$ cat src/rtl/rs232_pkg.sv
// Shared definitions for the RS-232 receiver.
//   rx_state_t      : receiver FSM states
//   PARITY_*        : PARITY_MODE encodings (0 none, 1 odd, 2 even)
//   expected_parity : parity bit a transmitter would send for a word
package rs232_pkg;

  typedef enum logic [2:0] {
    S_IDLE,
    S_START,
    S_DATA,
    S_PARITY,
    S_STOP
  } rx_state_t;

  localparam int unsigned PARITY_NONE = 0;
  localparam int unsigned PARITY_ODD  = 1;
  localparam int unsigned PARITY_EVEN = 2;

  // Odd parity: data plus parity bit must contain an odd number of ones.
  // Even parity: an even number. Only the low nbits of word are counted.
  function automatic logic expected_parity(input logic [8:0]  word,
                                           input int unsigned nbits,
                                           input int unsigned mode);
    logic x;
    x = 1'b0;
    for (int unsigned i = 0; i < 9; i++) begin
      if (i < nbits) x = x ^ word[i];
    end
    return (mode == PARITY_ODD) ? ~x : x;
  endfunction

endpackage

$ cat src/rtl/rs232_rx_sync.sv
// Two-flop synchroniser for the asynchronous rx line plus falling-edge detect.
// All flops reset to 1 (line idle) so reset release never looks like a start.
//   clk  : system clock
//   rst  : asynchronous active-high reset
//   rx   : raw serial line
//   rx_s : synchronised line level
//   fall : one-cycle pulse when rx_s goes 1 -> 0
module rs232_rx_sync (
  input  logic clk,
  input  logic rst,
  input  logic rx,
  output logic rx_s,
  output logic fall
);

  logic meta;
  logic sync;
  logic prev;

  always_ff @(posedge clk or posedge rst) begin
    if (rst) begin
      meta <= 1'b1;
      sync <= 1'b1;
      prev <= 1'b1;
    end else begin
      meta <= rx;
      sync <= meta;
      prev <= sync;
    end
  end

  assign rx_s = sync;
  assign fall = prev & ~sync;

endmodule

$ cat src/rtl/rs232_receiver_param.sv
// Parametrised RS-232 receiver: rx line -> parallel words on a valid/ready
// handshake with per-word frame/parity status and an overrun pulse.
// Optional build macro RS232_RX_MAJORITY_EN: 2-of-3 majority sampling around
// the bit centre (decision one cycle later); undefined = single centre sample.
//   clk        : system clock
//   rst        : asynchronous active-high reset
//   rx         : serial line, idles high
//   data       : received word, stable while data_valid
//   data_valid : word available
//   data_ready : consumer accepts word when data_valid && data_ready
//   frame_err  : a stop bit was sampled low (qualified by data_valid)
//   parity_err : parity mismatch (qualified by data_valid)
//   overrun    : one-cycle pulse when a completed frame is dropped
//   busy       : FSM not idle
module rs232_receiver_param
  import rs232_pkg::*;
#(
  parameter int unsigned CLK_DIVIDER = 5208,
  parameter int unsigned DATA_BITS   = 8,
  parameter int unsigned PARITY_MODE = 0,
  parameter int unsigned STOP_BITS   = 1
) (
  input  logic                 clk,
  input  logic                 rst,
  input  logic                 rx,
  output logic [DATA_BITS-1:0] data,
  output logic                 data_valid,
  input  logic                 data_ready,
  output logic                 frame_err,
  output logic                 parity_err,
  output logic                 overrun,
  output logic                 busy
);

  localparam logic [15:0] TICK_LAST = 16'(CLK_DIVIDER - 1);
`ifdef RS232_RX_MAJORITY_EN
  localparam logic [15:0] TICK_SAMPLE = 16'(CLK_DIVIDER / 2 + 1);
`else
  localparam logic [15:0] TICK_SAMPLE = 16'(CLK_DIVIDER / 2);
`endif
  localparam logic [3:0] BIT_LAST  = 4'(DATA_BITS - 1);
  localparam logic       STOP_LAST = 1'(STOP_BITS - 1);

  rx_state_t            state;
  rx_state_t            state_nx;
  logic                 rx_s;
  logic                 rx_fall;
  logic [15:0]          tick;
  logic [3:0]           bit_cnt;
  logic                 stop_cnt;
  logic [DATA_BITS-1:0] shreg;
  logic                 par_bit;
  logic                 fe_acc;
  logic                 bit_val;
  logic                 at_sample;
  logic                 bit_end;
  logic                 frame_done;
  logic                 par_mismatch;
  logic [8:0]           word_pad;

  rs232_rx_sync u_sync (
    .clk  (clk),
    .rst  (rst),
    .rx   (rx),
    .rx_s (rx_s),
    .fall (rx_fall)
  );

`ifdef RS232_RX_MAJORITY_EN
  // hist[1]/hist[0] hold the line at ticks SAMPLE-2 and SAMPLE-1, so at the
  // decision tick the three votes are centre-1, centre, centre+1.
  logic [1:0] hist;

  always_ff @(posedge clk or posedge rst) begin
    if (rst) hist <= '1;
    else     hist <= {hist[0], rx_s};
  end

  always_comb begin
    bit_val = (hist[1] & hist[0]) | (hist[1] & rx_s) | (hist[0] & rx_s);
  end
`else
  always_comb begin
    bit_val = rx_s;
  end
`endif

  assign at_sample  = (tick == TICK_SAMPLE);
  assign bit_end    = (tick == TICK_LAST);
  // The last stop bit completes the frame at its sample point, not bit end.
  assign frame_done = (state == S_STOP) && at_sample && (stop_cnt == STOP_LAST);

  // FSM: state register
  always_ff @(posedge clk or posedge rst) begin
    if (rst) state <= S_IDLE;
    else     state <= state_nx;
  end

  // FSM: next state
  always_comb begin
    state_nx = state;
    case (state)
      S_IDLE:   if (rx_fall) state_nx = S_START;
      S_START: begin
        if (at_sample && bit_val) state_nx = S_IDLE;   // false start
        else if (bit_end)         state_nx = S_DATA;
      end
      S_DATA: begin
        if (bit_end && (bit_cnt == BIT_LAST))
          state_nx = (PARITY_MODE != PARITY_NONE) ? S_PARITY : S_STOP;
      end
      S_PARITY: if (bit_end) state_nx = S_STOP;
      S_STOP:   if (frame_done) state_nx = S_IDLE;
      default:  state_nx = S_IDLE;
    endcase
  end

  // FSM: outputs
  always_comb begin
    busy = (state != S_IDLE);
  end

  // Bit timer and per-frame datapath
  always_ff @(posedge clk or posedge rst) begin
    if (rst) begin
      tick     <= '0;
      bit_cnt  <= '0;
      stop_cnt <= 1'b0;
      shreg    <= '0;
      par_bit  <= 1'b0;
      fe_acc   <= 1'b0;
    end else begin
      if ((state_nx != state) || bit_end) tick <= '0;
      else                                 tick <= tick + 16'd1;

      case (state)
        S_IDLE: begin
          bit_cnt  <= '0;
          stop_cnt <= 1'b0;
          fe_acc   <= 1'b0;
        end
        S_DATA: begin
          if (at_sample) shreg <= {bit_val, shreg[DATA_BITS-1:1]};
          if (bit_end)   bit_cnt <= bit_cnt + 4'd1;
        end
        S_PARITY: begin
          if (at_sample) par_bit <= bit_val;
        end
        S_STOP: begin
          if (at_sample && !bit_val) fe_acc <= 1'b1;
          if (bit_end)               stop_cnt <= stop_cnt + 1'b1;
        end
        default: ;
      endcase
    end
  end

  always_comb begin
    word_pad                = '0;
    word_pad[DATA_BITS-1:0] = shreg;
    par_mismatch = (PARITY_MODE != PARITY_NONE) &&
                   (par_bit != expected_parity(word_pad, DATA_BITS, PARITY_MODE));
  end

  // Output holding register and handshake. The last stop sample is folded
  // directly into frame_err because fe_acc only catches it one cycle later.
  always_ff @(posedge clk or posedge rst) begin
    if (rst) begin
      data       <= '0;
      data_valid <= 1'b0;
      frame_err  <= 1'b0;
      parity_err <= 1'b0;
      overrun    <= 1'b0;
    end else begin
      overrun <= 1'b0;
      if (frame_done && (!data_valid || data_ready)) begin
        data       <= shreg;
        data_valid <= 1'b1;
        frame_err  <= fe_acc | ~bit_val;
        parity_err <= par_mismatch;
      end else begin
        if (data_valid && data_ready) data_valid <= 1'b0;
        if (frame_done)               overrun    <= 1'b1;
      end
    end
  end

endmodule

$ cat config.mk
export PLATFORM = sky130hd
export DESIGN_NAME = rs232_receiver_param
export DESIGN_NICKNAME = d
export VERILOG_FILES = /design/src/rtl/rs232_pkg.sv /design/src/rtl/rs232_rx_sync.sv /design/src/rtl/rs232_receiver_param.sv
export SDC_FILE = /design/constraint.sdc
export NUM_CORES = 1
export LEC_CHECK = 0
export CAP_MARGIN = 20
export CORE_MARGIN = 2
export CORE_UTILIZATION = 52
export DETAILED_ROUTE_END_ITERATION = 10
export PLACE_DENSITY = 0.73
export RECOVER_POWER = 100
export SYNTH_ARGS = -nofsm -noshare
export SYNTH_HDL_FRONTEND = slang
export SYNTH_HIERARCHICAL = 1
export SYNTH_SLANG_ARGS = --single-unit
$ cat constraint.sdc
create_clock -name clk -period 2.2 [get_ports clk]
set_clock_uncertainty 0.05 [all_clocks]
set_input_delay 0.22 -clock clk [delete_from_list [all_inputs] [get_ports clk]]
set_output_delay 0.22 -clock clk [all_outputs]
set_load 0.005 [all_outputs]
After elaboration in Yosys (flattened, before gate mapping)
Index checks and enable logic that the tools add are counted.
Word-level totals
  flip-flop bits (word level): 47
  input port bits: 4
  output and inout port bits: 13
Operators by class
  bitwise gates (word level): 4
  reduce and logical (&&, ||, !) cells: 20
  add/sub/neg operators: 3
  equality and inequality tests: 11
  multiplexer cells: 18
Operators with widths (number)
  3-bit 2-to-1 mux: 6
  16-bit by 1-bit adder with 16-bit output, second input constant: 1
  16-bit by 12-bit == test with 1-bit output, second input constant: 1
  16-bit by 13-bit == test with 1-bit output, second input constant: 1
  16-bit 2-to-1 mux: 1
  3-bit one-hot mux with 5 select lines: 1
  4-bit one-hot mux with 2 select lines: 1
  2-bit AND reduction: 4
  1-bit logical AND: 7
  3-bit by 2-bit == test with 1-bit output, second input constant: 2
  1-bit 2-to-1 mux: 6
  2-bit nonzero test: 3
  4-bit by 1-bit adder with 4-bit output, second input constant: 1
  4-bit by 3-bit == test with 1-bit output, second input constant: 1
  4-bit 2-to-1 mux: 1
  2-bit != test, second input constant: 2
  1-bit one-hot mux with 2 select lines: 2
  3-bit by 1-bit == test with 1-bit output, second input constant: 1
  3-bit == test, second input constant: 1
  3-bit logical NOT: 1
  3-bit != test: 1
  3-bit nonzero test: 1
  1-bit logical NOT: 2
  1-bit logical OR: 2
  other kinds (5): 6

Depth between registers and ports, before layout
Gate-level depths: netlist of the first run.
  word-level depth: 8
  gate-level depth with buffers: 8
  mapped depth without buffers: 7

Cells and area by module
Netlist of the first run, hierarchy kept.
By module, submodules not included
  rs232_receiver_param: instances 1, sequential area each 1101.1 µm², area an instance 2127.0 µm², cells an instance 192
  rs232_rx_sync: instances 1, sequential area each 78.8 µm², area an instance 96.3 µm², cells an instance 5

Least setup slack after synthesis of the first run
No wires, ideal clock.
  path type: register -> register
  start point: register tick[0]
  end point: register tick[10]
  path buffers: 2
  stages on the path, launching flop included: 9
  arrival time: 2305 ps
  required time: 2025 ps
  setup slack: -280 ps
  cell sequence: dfrtp_1 > ha_1 > or4b_1 > or4_1 > buf_2 > and3_4 > a21oi_4 > buf_6 > nor3_1
On the way
  word-level cells in the longest chain between the ends: 8
  elaborated cells on any way between the ends: 16
RTL lines
  from (decl): RTL line rs232_receiver_param.sv:48  | logic [15:0] tick;
  from (signal assigned): RTL line rs232_receiver_param.sv:134  | else tick <= tick + 16'd1;
  16-bit by 12-bit == test with 1-bit output: RTL line rs232_receiver_param.sv:88  | assign at_sample = (tick == TICK_SAMPLE);
  1-bit logical AND (2 in a row): RTL line rs232_receiver_param.sv:91  | assign frame_done = (state == S_STOP) && at_sample && (stop_cnt == STOP_LAST);
  3-bit 2-to-1 mux: RTL line rs232_receiver_param.sv:113  | S_STOP: if (frame_done) state_nx = S_IDLE;
  3-bit one-hot mux with 5 select lines: RTL line rs232_receiver_param.sv:102  | case (state)
  3-bit != test: RTL line rs232_receiver_param.sv:133  | if ((state_nx != state) || bit_end) tick <= '0;
  1-bit logical OR: RTL line rs232_receiver_param.sv:133
  16-bit 2-to-1 mux *: RTL line rs232_receiver_param.sv:133
Mark *: on every way between the ends. The rest lies on a longest branch, timed or not.
A chain may end at the register's enable or synchronous reset.

Final worst setup path of the first run
  start point: register tick[0]
  end point: register tick[4]
Same word-level chain as after synthesis.

==> results of run 1 <==
## how the worst max path moves through the flow
stage	from	end	cells past startpoint	slack (ps)
detailed placement	tick[1]$_DFF_PP0_	data[7]$_DFFE_PP0P_	7	-240
finish	tick[0]$_DFF_PP0_	tick[4]$_DFF_PP0_	8	-150
CTS	tick[8]$_DFF_PP0_	data[7]$_DFFE_PP0P_	6	-120
floorplan	tick[1]$_DFF_PP0_	tick[10]$_DFF_PP0_	8	-140
global route	tick[1]$_DFF_PP0_	data[7]$_DFFE_PP0P_	8	-200
global placement	tick[1]$_DFF_PP0_	data[2]$_DFFE_PP0P_	7	-100
## routing by layer
metal | vias up | track usage (%) | part of all wire [%]
met3 | 6 | 4.07 | 3.5
met1 | 828 | 28.7 | 43
met2 | 36 | 35.8 | 52
li1 | 808 | - | -
met4 | 0 | 6.32 | 0.97
met5 | - | 0 | 0
## stage by stage
step / setup slack (ps) / setup TNS (ps)
finish: -152 / -3020
global route: -196 / -5440
CTS: -116 / -2230
detailed placement: -242 / -3720
global placement: -101 / -1410
floorplan: -142 / -2160
## placed cells by master, fill, tap and decap left out, types with 2 or more instances in the layout
master            n
xor2_1            3
nor4_1            4
nand3_1           9
dfstp_2           2
nand2b_1          2
nand4_1           7
or4_4             2
and3_1            2
o21ai_1           2
nand4b_1          2
clkdlybuf4s50_1   2
nor2_1            9
nor3_4            5
o21ai_0           4
nand2_1          15
nor3_1            9
buf_12            2
dlygate4sd3_1    13
inv_1             7
nand4_4           2
nor3_2            5
buf_6             3
mux2_2           16
xnor2_1          11
dfrtp_1          43
clkbuf_8          5
a21oi_1           2
buf_4            22
## flip-flops by register name (all words and copies together) (netlist names)
signal / cells
stop_cnt: 1
state: 3
data: 8
u_sync/meta: 1
shreg: 8
u_sync/prev: 1
data_valid: 1
overrun: 1
tick: 16
bit_cnt: 4
u_sync/rx_s: 1
fe_acc: 1
frame_err: 1
## power by group
part	switching (mW)	internal (mW)
clock	0.294	0.338
combinational	0.226	0.270
sequential	0.0526	0.917
total	0.573	1.53
## worst max-delay path, stage by stage (launching register included)
cell,delay (ps)
dfrtp_2,370
buf_4,120
ha_4,130
or4b_4,450
or4_4,430
and3_4,210
a21oi_4,210
clkbuf_16,220
nor3_2,40
## kinds of logic after synthesis
family | Yosys count | share of synthesized area, %
buffers and inverters | 13 | 2.81
AND/OR/NAND/NOR | 85 | 22.7
AO/OA/AOI/OAI | 16 | 4.95
adder cells (fa/ha/maj) | 3 | 1.69
other | 1 | 0.169
XOR/XNOR | 14 | 5.52
multiplexers | 18 | 9.06
flip-flops | 47 | 53.1
## cell type report
type,instances,share of cell area [%]
Clock buffer,5,2.33
Sequential cell,47,40.1
Tap cell,50,2.12
Multi-Input combinational cell,138,38.7
Timing Repair Buffer,45,14.3
Inverter,8,1.02
Clock inverter,3,1.48
## what timing repair did
item | in CTS | in global routing
setup buffers | 5 | 2
resized for setup | 15 | 14
cloned | 1 | 1
endpoints found under the setup margin | 35 | 37
pin swaps | 4 | 6
hold buffers | 0 | 0
==> impl_metrics.csv, run 1 <==
group,metric,value,unit
synth,synth_edf_count,0,
placement,place_area,2620,µm²
worst_setup_path,crit_type,"reg2reg",
timing,finalHoldViolCount,0,
synth,netlist_area,2220,µm²
layout,seqCellArea,1180,µm²
clock_network,numCtsBuffers,5,
synth,post_synth.cell_area_avg,11.3,µm²
clock_network,root_buffer,"clkbuf_8",
die,pin_count,17,
global_route,antenna_found_initial,0,
flow_run,max_cap_viol_count,0,
synth,synthTopCellsByCount,"44 x dfrtp_1, 17 x mux2_2, 15 x nand2_1, 15 x nor3_1, 11 x xnor2_1",
run_status,status,"complete, but fails checks",
synth,ys_seq_area_share,53.1,%
timing,whs,325,ps
layout,final-instance-count-excl-fill,296,
synth,synth_flop_cell,"dfrtp_1",
placement,dp.cells,279,
layout,area_delta_synth_final,32.6,%
worst_setup_path,crit_required,2330,ps
placement,numPortBuffers,15,
die,core-area,4060,µm²
die,dieArea,4810,µm²
die,initial_utilization,54.8,%
worst_setup_path,reg2reg_to,"tick[4]$_DFF_PP0_",
synth,yosys_warnings,6,
layout,multi_input_area,1140,µm²
run_status,violations,"setup timing",
synth,synth.top_cells.by_area,"dfrtp_1 50%, mux2_2 8.6%, xnor2_1 4.3%",
clock_network,clock_path_buffers,2,
synth,synthArstFlopShare,100,%
route,final_antenna_net_count,0,
worst_setup_path,critPathCaptureType,"flip-flop",
synth,synth_most_common_cell,"dfrtp_1",
clock_network,ctsHtreeMaxLevel,2,
timing,post-route-period-util,107,%
die,die_h,69.4,µm
die,die_width,69.4,µm
worst_setup_path,worst_r2r_path_depth,8,
synth,synth_cell_type_count,47,
synth,synthesis.nets,204,
route,vias,1678,
clock_network,cts_tree,"built",
layout,fin_util,72.7,%
min_path,hp-class,"reg2reg",
layout,finalNetCount,252,
synth,synth_top_area_share,49.5,%
layout,fin_area,2950,µm²
layout,drive_gt1_share,34.6,%
min_path,hold_depth,0,
route,routed_wl,4960,µm
clock_network,path_clk_slew,90,ps
min_path,worstHoldStart,"u_sync/meta$_DFF_PP1_",
synth,ys_seq_elements,47,
global_route,grt_first_pass_wirelength,8290,µm
route,drcViolationCount,0,
global_route,grt.overflow.total,0,
placement,place_hpwl,3210,µm
route,viasPerCell,5.67,
timing,layout_setup_ws,-152,ps
pwr,worst_ir_drop_vdd,0.000539,V
layout,n_fill_cell,249,
layout,diodes,0,
worst_setup_path,reg2reg_slack,-150,ps
clock_network,clock_latency,300,ps
synth,synthCells,197,
global_route,grt_max_degree,45,
placement,gp_congestion,0.882,
synth,yosys.area.top_type,"dfrtp_1",
timing,slew_headroom,29.0,%
timing,maxSlewViolCount,0,
timing,tightest_slew,1070,ps
route,first_pass_iters,4,
min_path,worstHoldEndpoint,"u_sync/rx_s$_DFF_PP1_",
timing,rsz0062_at_grt,"yes",
pwr,total_power,2.10,mW
timing,fmax,425,MHz
worst_setup_path,startpoint_type,"flip-flop",
pwr,power.density,711,nW/µm²
worst_setup_path,arrival,2480,ps
worst_setup_path,regToRegStartpoint,"tick[0]$_DFF_PP0_",
worst_setup_path,crit_path_max_fanout,8,
route,drt_iter0_drc,115,
route,wire_per_inst,16.8,µm
timing,finalSetupViolCount,33,
global_route,track_usage,21.5,%
timing,period_minus_slack,2350,ps
pwr,leakage,1.31,nW
global_route,grt_pass1_vias,1663,
clock_network,clock-sinks,47,
die,rows,23,
Power figures use the tool's default switching activity.
==> inputs of run 2 (changes only) <==
--- a/config.mk
+++ b/config.mk
@@ -11,6 +11,7 @@
 export DETAILED_ROUTE_END_ITERATION = 10
 export PLACE_DENSITY = 0.73
 export RECOVER_POWER = 100
+export SKIP_LAST_GASP = 1
 export SYNTH_ARGS = -nofsm -noshare
 export SYNTH_HDL_FRONTEND = slang
 export SYNTH_HIERARCHICAL = 1
==> run 2 against run 1 <==
The flow still finishes with violations (setup timing). Maximum frequency is 3.0% higher. Non-clock buffer count decreased by 2. Setup slack gained 68 ps. Cell count is 0.68% lower. Count of clock-buffer cells in the layout is the same. Routed wire length decreased by 5.8%. Sequential cell count unchanged. Critical endpoint is now data[7]$_DFFE_PP0P_.
==> impl_metrics.csv, run 2 (same netlist as run 1, synthesis figures left out) <==
group,metric,value,unit
run_status,status,"complete, but fails checks",
run_status,violations,"setup timing",
clock_network,root_buffer,"clkbuf_8",
die,die_h,69.4,µm
clock_network,clock_latency,300,ps
layout,largest_reg_flops,16,
placement,numPortBuffers,15,
clock_network,ctsHtreeMaxLevel,2,
worst_setup_path,crit_path_max_fanout,5,
timing,maxSlewViolCount,0,
layout,finalNetCount,250,
die,dieArea,4810,µm²
worst_setup_path,cp-endpoint,"data[7]$_DFFE_PP0P_",
worst_setup_path,worst_r2r_path_depth,6,
clock_network,hold_buffers,0,
die,die_width,69.4,µm
global_route,grt_max_degree,45,
clock_network,path_clk_slew,90,ps
route,first_pass_iters,4,
layout,area_delta_synth_final,28.8,%
placement,gp_congestion,0.882,
timing,slew_headroom,28.4,%
layout,final_common_cell,"dfrtp_1",
placement,place_area,2620,µm²
global_route,grt_pass1_vias,1664,
worst_setup_path,regToRegStartpoint,"tick[8]$_DFF_PP0_",
flow_run,max_cap_viol_count,0,
layout,regMostFlops,"tick",
global_route,track_usage,21.5,%
worst_setup_path,crit_start,"tick[8]$_DFF_PP0_",
die,core-area,4060,µm²
worst_setup_path,crit_chain,"or4_4 > or3b_4 > nor3_4 > buf_6 > nand4_4 > mux2_4",
global_route,grt_first_pass_wirelength,8270,µm
timing,finalSetupViolCount,33,
route,wire_per_inst,15.9,µm
clock_network,clock_path_buffers,2,
worst_setup_path,crit_required,2340,ps
route,drt_iter0_drc,130,
worst_setup_path,cpMaxStageDelayCell,"or4_4",
pwr,power.density,705,nW/µm²
layout,drive_gt1_share,31.1,%
global_route,grt.overflow.total,0,
timing,rsz0062_at_grt,"yes",
layout,fin_area,2860,µm²
worst_setup_path,reg2reg_to,"data[7]$_DFFE_PP0P_",
worst_setup_path,critPathCaptureType,"flip-flop",
placement,place_hpwl,3210,µm
route,drcViolationCount,0,
worst_setup_path,startpoint_type,"flip-flop",
pwr,total_power,2.02,mW
timing,finalHoldViolCount,0,
pwr,leakage,1.29,nW
layout,n_fill_cell,262,
clock_network,clock-sinks,47,
placement,place_ws,-242,ps
timing,tightest_slew,1070,ps
clock_network,numCtsBuffers,5,
die,initial_utilization,54.8,%
route,final_antenna_net_count,0,
route,viasPerCell,5.77,
timing,post-route-period-util,104,%
route,routed_wl,4680,µm
timing,fmax,438,MHz
layout,mostFrequentLayoutCells,"43 x dfrtp_1, 22 x buf_4, 16 x mux2_2",
die,pin_count,17,
min_path,hp-class,"reg2reg",
timing,whs,325,ps
pwr,worst_ir_drop_vdd,0.000572,V
worst_setup_path,arrival,2420,ps
layout,reg_top3,"tick x16, data x8, shreg x8",
global_route,antenna_found_initial,0,
clock_network,cts_tree,"built",
route,vias,1695,
timing,period_minus_slack,2280,ps
worst_setup_path,crit_type,"reg2reg",
timing,layout_setup_ws,-84.2,ps
layout,diodes,0,
worst_setup_path,reg2reg_slack,-80,ps
worst_setup_path,worst_path_largest_cell_delay,540,ps
die,rows,23,
[run 2: changes by cell type in the layout (fill, tap and decap cells not counted)]
cell / before / now
nor3_4: 5 / 1
buf_6: 3 / 2
or4b_1: 0 / 1
nor3b_1: 0 / 1
nor3_2: 5 / 4
clkbuf_16: 1 / 0
nor3b_2: 1 / 0
ha_4: 1 / 2
ha_2: 1 / 0
or4b_4: 1 / 0
nor3_1: 9 / 14
[run 2: layer usage]
layer  part of all wire, %  vias to the layer above  track usage (%)
met5                     0                        -                0
met2                    52                       32             36.0
met4                   1.0                        0             6.32
met3                   2.6                        7             4.07
met1                    45                      846             28.5
li1                      -                      810                -
[run 2: cell type report]
type / count / area, µm² / share of cell area [%]
Sequential cell: 47 / 1180 / 41.2
Multi-Input combinational cell: 138 / 1090 / 38.1
Timing Repair Buffer: 43 / 387 / 13.5
Clock buffer: 5 / 68.8 / 2.40
Tap cell: 50 / 62.6 / 2.18
Clock inverter: 3 / 43.8 / 1.53
Inverter: 8 / 30.0 / 1.05
[run 2: worst min-delay path by stage]
stage                                      from                    end  cells past startpoint
final                     u_sync/meta$_DFF_PP1_  u_sync/rx_s$_DFF_PP1_                      0
after global routing      u_sync/meta$_DFF_PP1_  u_sync/rx_s$_DFF_PP1_                      0
after CTS                                   rst  u_sync/rx_s$_DFF_PP1_                      2
after detailed placement  u_sync/meta$_DFF_PP1_  u_sync/rx_s$_DFF_PP1_                      0
after global placement    u_sync/meta$_DFF_PP1_  u_sync/rx_s$_DFF_PP1_                      0
after floorplan                             rst  u_sync/meta$_DFF_PP1_                      1
[run 2: critical path, delay by kind of cell, from the launching register on]
family,cells,cell delay [ps]
buffers and inverters,1,130
multiplexers,1,360
flip-flops,1,390
AND/OR/NAND/NOR,4,1250
[run 2: stage by stage]
step / util (%) / instances / TNS, ps
global route: 70.6 / 294 / -4410
floorplan: - / 197 / -2160
finish: 70.6 / 294 / -1710
detailed placement: 64.5 / 279 / -3720
CTS: 70.1 / 293 / -2300
global placement: 64.5 / 279 / -1410
[run 2: what timing repair did]
item | in CTS | in global routing
endpoints found under the setup margin | 35 | 37
cloned | 1 | 0
resized for setup | 13 | 5
pin swaps | 4 | 1
buffers inserted | 5 | 1
[run 2: power by group]
part	total [mW]	switching [mW]	internal, mW
Sequential	0.969	0.0518	0.917
Combinational	0.424	0.205	0.220
Clock	0.627	0.289	0.338
==> inputs of run 3 (changes only) <==
--- a/config.mk
+++ b/config.mk
@@ -5,11 +5,10 @@
 export SDC_FILE = /design/constraint.sdc
 export NUM_CORES = 1
 export LEC_CHECK = 0
-export CAP_MARGIN = 20
 export CORE_MARGIN = 2
-export CORE_UTILIZATION = 52
+export CORE_UTILIZATION = 40
 export DETAILED_ROUTE_END_ITERATION = 10
-export PLACE_DENSITY = 0.73
+export PLACE_DENSITY = 0.58
 export RECOVER_POWER = 100
 export SKIP_LAST_GASP = 1
 export SYNTH_ARGS = -nofsm -noshare
==> run 3 against run 2 <==
The run still ends with setup timing left. Cell count increased by 8.5%. Maximum frequency increased by 0.72%. Setup slack improved by 16 ps. Routed wire length decreased by 4.0%. Critical path type unchanged. First-iteration DRC count decreased by 35%. Sequential share of layout area decreased by 0.25 points. Hold slack got worse by 4.5 ps. Total power decreased by 4.1%. Final area increased by 0.61%.
==> impl_metrics.csv, run 3 (same netlist as run 1, synthesis figures left out) <==
group,metric,value,unit
global_route,grt_first_pass_wirelength,7950,µm
die,core-area,5440,µm²
placement,place_ws,-232,ps
timing,maxSlewViolCount,0,
layout,seqCellArea,1180,µm²
clock_network,ctsHtreeMaxLevel,2,
placement,place_hpwl,3060,µm
route,final_antenna_net_count,0,
pwr,switching_share,28.6,%
pwr,total_power,1.94,mW
worst_setup_path,reg2reg_slack,-70,ps
clock_network,root_buffer,"clkbuf_8",
pwr,worst_ir_drop_vdd,0.000470,V
global_route,grt_max_degree,45,
worst_setup_path,regToRegStartpoint,"tick[0]$_DFF_PP0_",
layout,finalNetCount,253,
worst_setup_path,worst_r2r_path_depth,8,
clock_network,cts_tree,"built",
global_route,grt_pass1_vias,1618,
timing,setup_tns,-1110,ps
layout,regMostFlops,"tick",
pwr,power.internal,1.38,mW
global_route,track_usage,16.4,%
worst_setup_path,arrival,2410,ps
clock_network,numCtsBuffers,5,
min_path,hp-class,"reg2reg",
layout,drive_gt1_share,32.8,%
pwr,seqPwrFrac,50.3,%
layout,reg_top3,"tick x16, data x8, shreg x8",
min_path,hold_depth,0,
placement,dp.cells,304,
die,initial_utilization,40.9,%
placement,gp_congestion,0.809,
run_status,violations,"setup timing",
pwr,power.switching,0.555,mW
worst_setup_path,critPathCaptureType,"flip-flop",
timing,layout_setup_ws,-67.8,ps
timing,tightest_slew,1080,ps
layout,fin_area,2880,µm²
timing,finalHoldViolCount,0,
timing,fmax,441,MHz
clock_network,path_clk_slew,90,ps
timing,post-route-period-util,103,%
timing,rsz0062_at_grt,"yes",
clock_network,hold_buffers,0,
placement,numPortBuffers,15,
min_path,worstHoldStart,"u_sync/meta$_DFF_PP1_",
route,vias,1643,
layout,largest_reg_flops,16,
pwr,power.density,672,nW/µm²
worst_setup_path,crit_type,"reg2reg",
die,die_h,78.6,µm
layout,n_fill_cell,487,
run_status,status,"complete, but fails checks",
layout,mostFrequentLayoutCells,"43 x dfrtp_1, 24 x buf_4, 16 x mux2_2",
layout,final-instance-count-excl-fill,319,
global_route,grt.overflow.total,0,
worst_setup_path,crit_path_max_fanout,16,
route,routed_wl,4490,µm
pwr,pwr-share-comb,20.8,%
timing,slew_headroom,27.8,%
timing,finalSetupViolCount,26,
min_path,worstHoldEndpoint,"u_sync/rx_s$_DFF_PP1_",
route,first_pass_iters,4,
flow_run,max_cap_viol_count,0,
layout,area_delta_synth_final,29.6,%
pwr,p_clk_share,28.9,%
clock_network,clock_latency,310,ps
route,wire_per_inst,14.1,µm
pwr,leakage,1.30,nW
timing,period_minus_slack,2270,ps
die,pin_count,17,
global_route,antenna_found_initial,0,
route,drt_iter0_drc,84,
die,dieArea,6170,µm²
layout,multi_input_area,1060,µm²
route,viasPerCell,5.15,
clock_network,clock_path_buffers,2,
worst_setup_path,startpoint_type,"flip-flop",
layout,final_common_cell,"dfrtp_1",
die,rows,27,
die,die_width,78.6,µm
placement,place_area,2670,µm²
worst_setup_path,reg2reg_to,"tick[8]$_DFF_PP0_",
route,drcViolationCount,0,
worst_setup_path,crit_required,2340,ps
layout,diodes,0,
clock_network,clock-sinks,47,
## run 3: layer usage
layer | share of wire (%) | vias up | global-route usage [%]
met1 | 48 | 797 | 23.3
met5 | 0 | - | 0
met4 | 1.2 | 0 | 5.26
met2 | 46 | 34 | 24.7
met3 | 4.2 | 5 | 3.79
li1 | - | 807 | -
## run 3: timing repair
item / in CTS / in global routing
endpoints found under the setup margin: 33 / 38
pin swaps: 5 / 5
buffers inserted: 6 / 1
gates resized for setup: 8 / 9
## run 3: area by class of cell
| type | count | share of cell area [%] |
|---|---|---|
| clock inverters | 2 | 0.564 |
| flip-flops and latches | 47 | 41.0 |
| multi-input cells | 137 | 36.8 |
| inverters | 8 | 1.04 |
| repair buffers | 47 | 14.6 |
| well taps | 72 | 3.13 |
| clock buffers | 6 | 2.87 |
## run 3: how the worst max path moves through the flow
stage	start	endpoint	slack [ps]	cells after the start
detailed placement	tick[1]$_DFF_PP0_	data[5]$_DFFE_PP0P_	-230	8
CTS	tick[1]$_DFF_PP0_	data[0]$_DFFE_PP0P_	-80	8
floorplan	tick[1]$_DFF_PP0_	tick[10]$_DFF_PP0_	-140	8
global route	tick[1]$_DFF_PP0_	tick[1]$_DFF_PP0_	-140	8
global placement	tick[0]$_DFF_PP0_	data[5]$_DFFE_PP0P_	-170	8
finish	tick[0]$_DFF_PP0_	tick[8]$_DFF_PP0_	-70	8
## run 3: critical path, stage by stage, from the launching register on
cell and delay (ps):
dfrtp_2 380, buf_4 130, ha_4 120, or4b_4 460, or4_4 430, and3_4 210
a21oi_4 160, buf_12 160, nor3_1 60
## run 3: power groups by stage
stage,logic [mW],clock network (mW),registers [mW]
5_1_grt,0.441,0.621,0.982
2_1_floorplan,0.200,0,1.00
6_report,0.403,0.561,0.974
3_5_place_dp,0.342,0,0.997
3_3_place_gp,0.333,0,0.996
4_1_cts,0.393,0.577,0.970
## run 3: stage by stage
step,utilization (%),hold slack (ps)
final,53.0,320
after global routing,53.0,327
after CTS,52.4,238
after detailed placement,49.1,298
after global placement,49.1,300
after floorplan,-,103
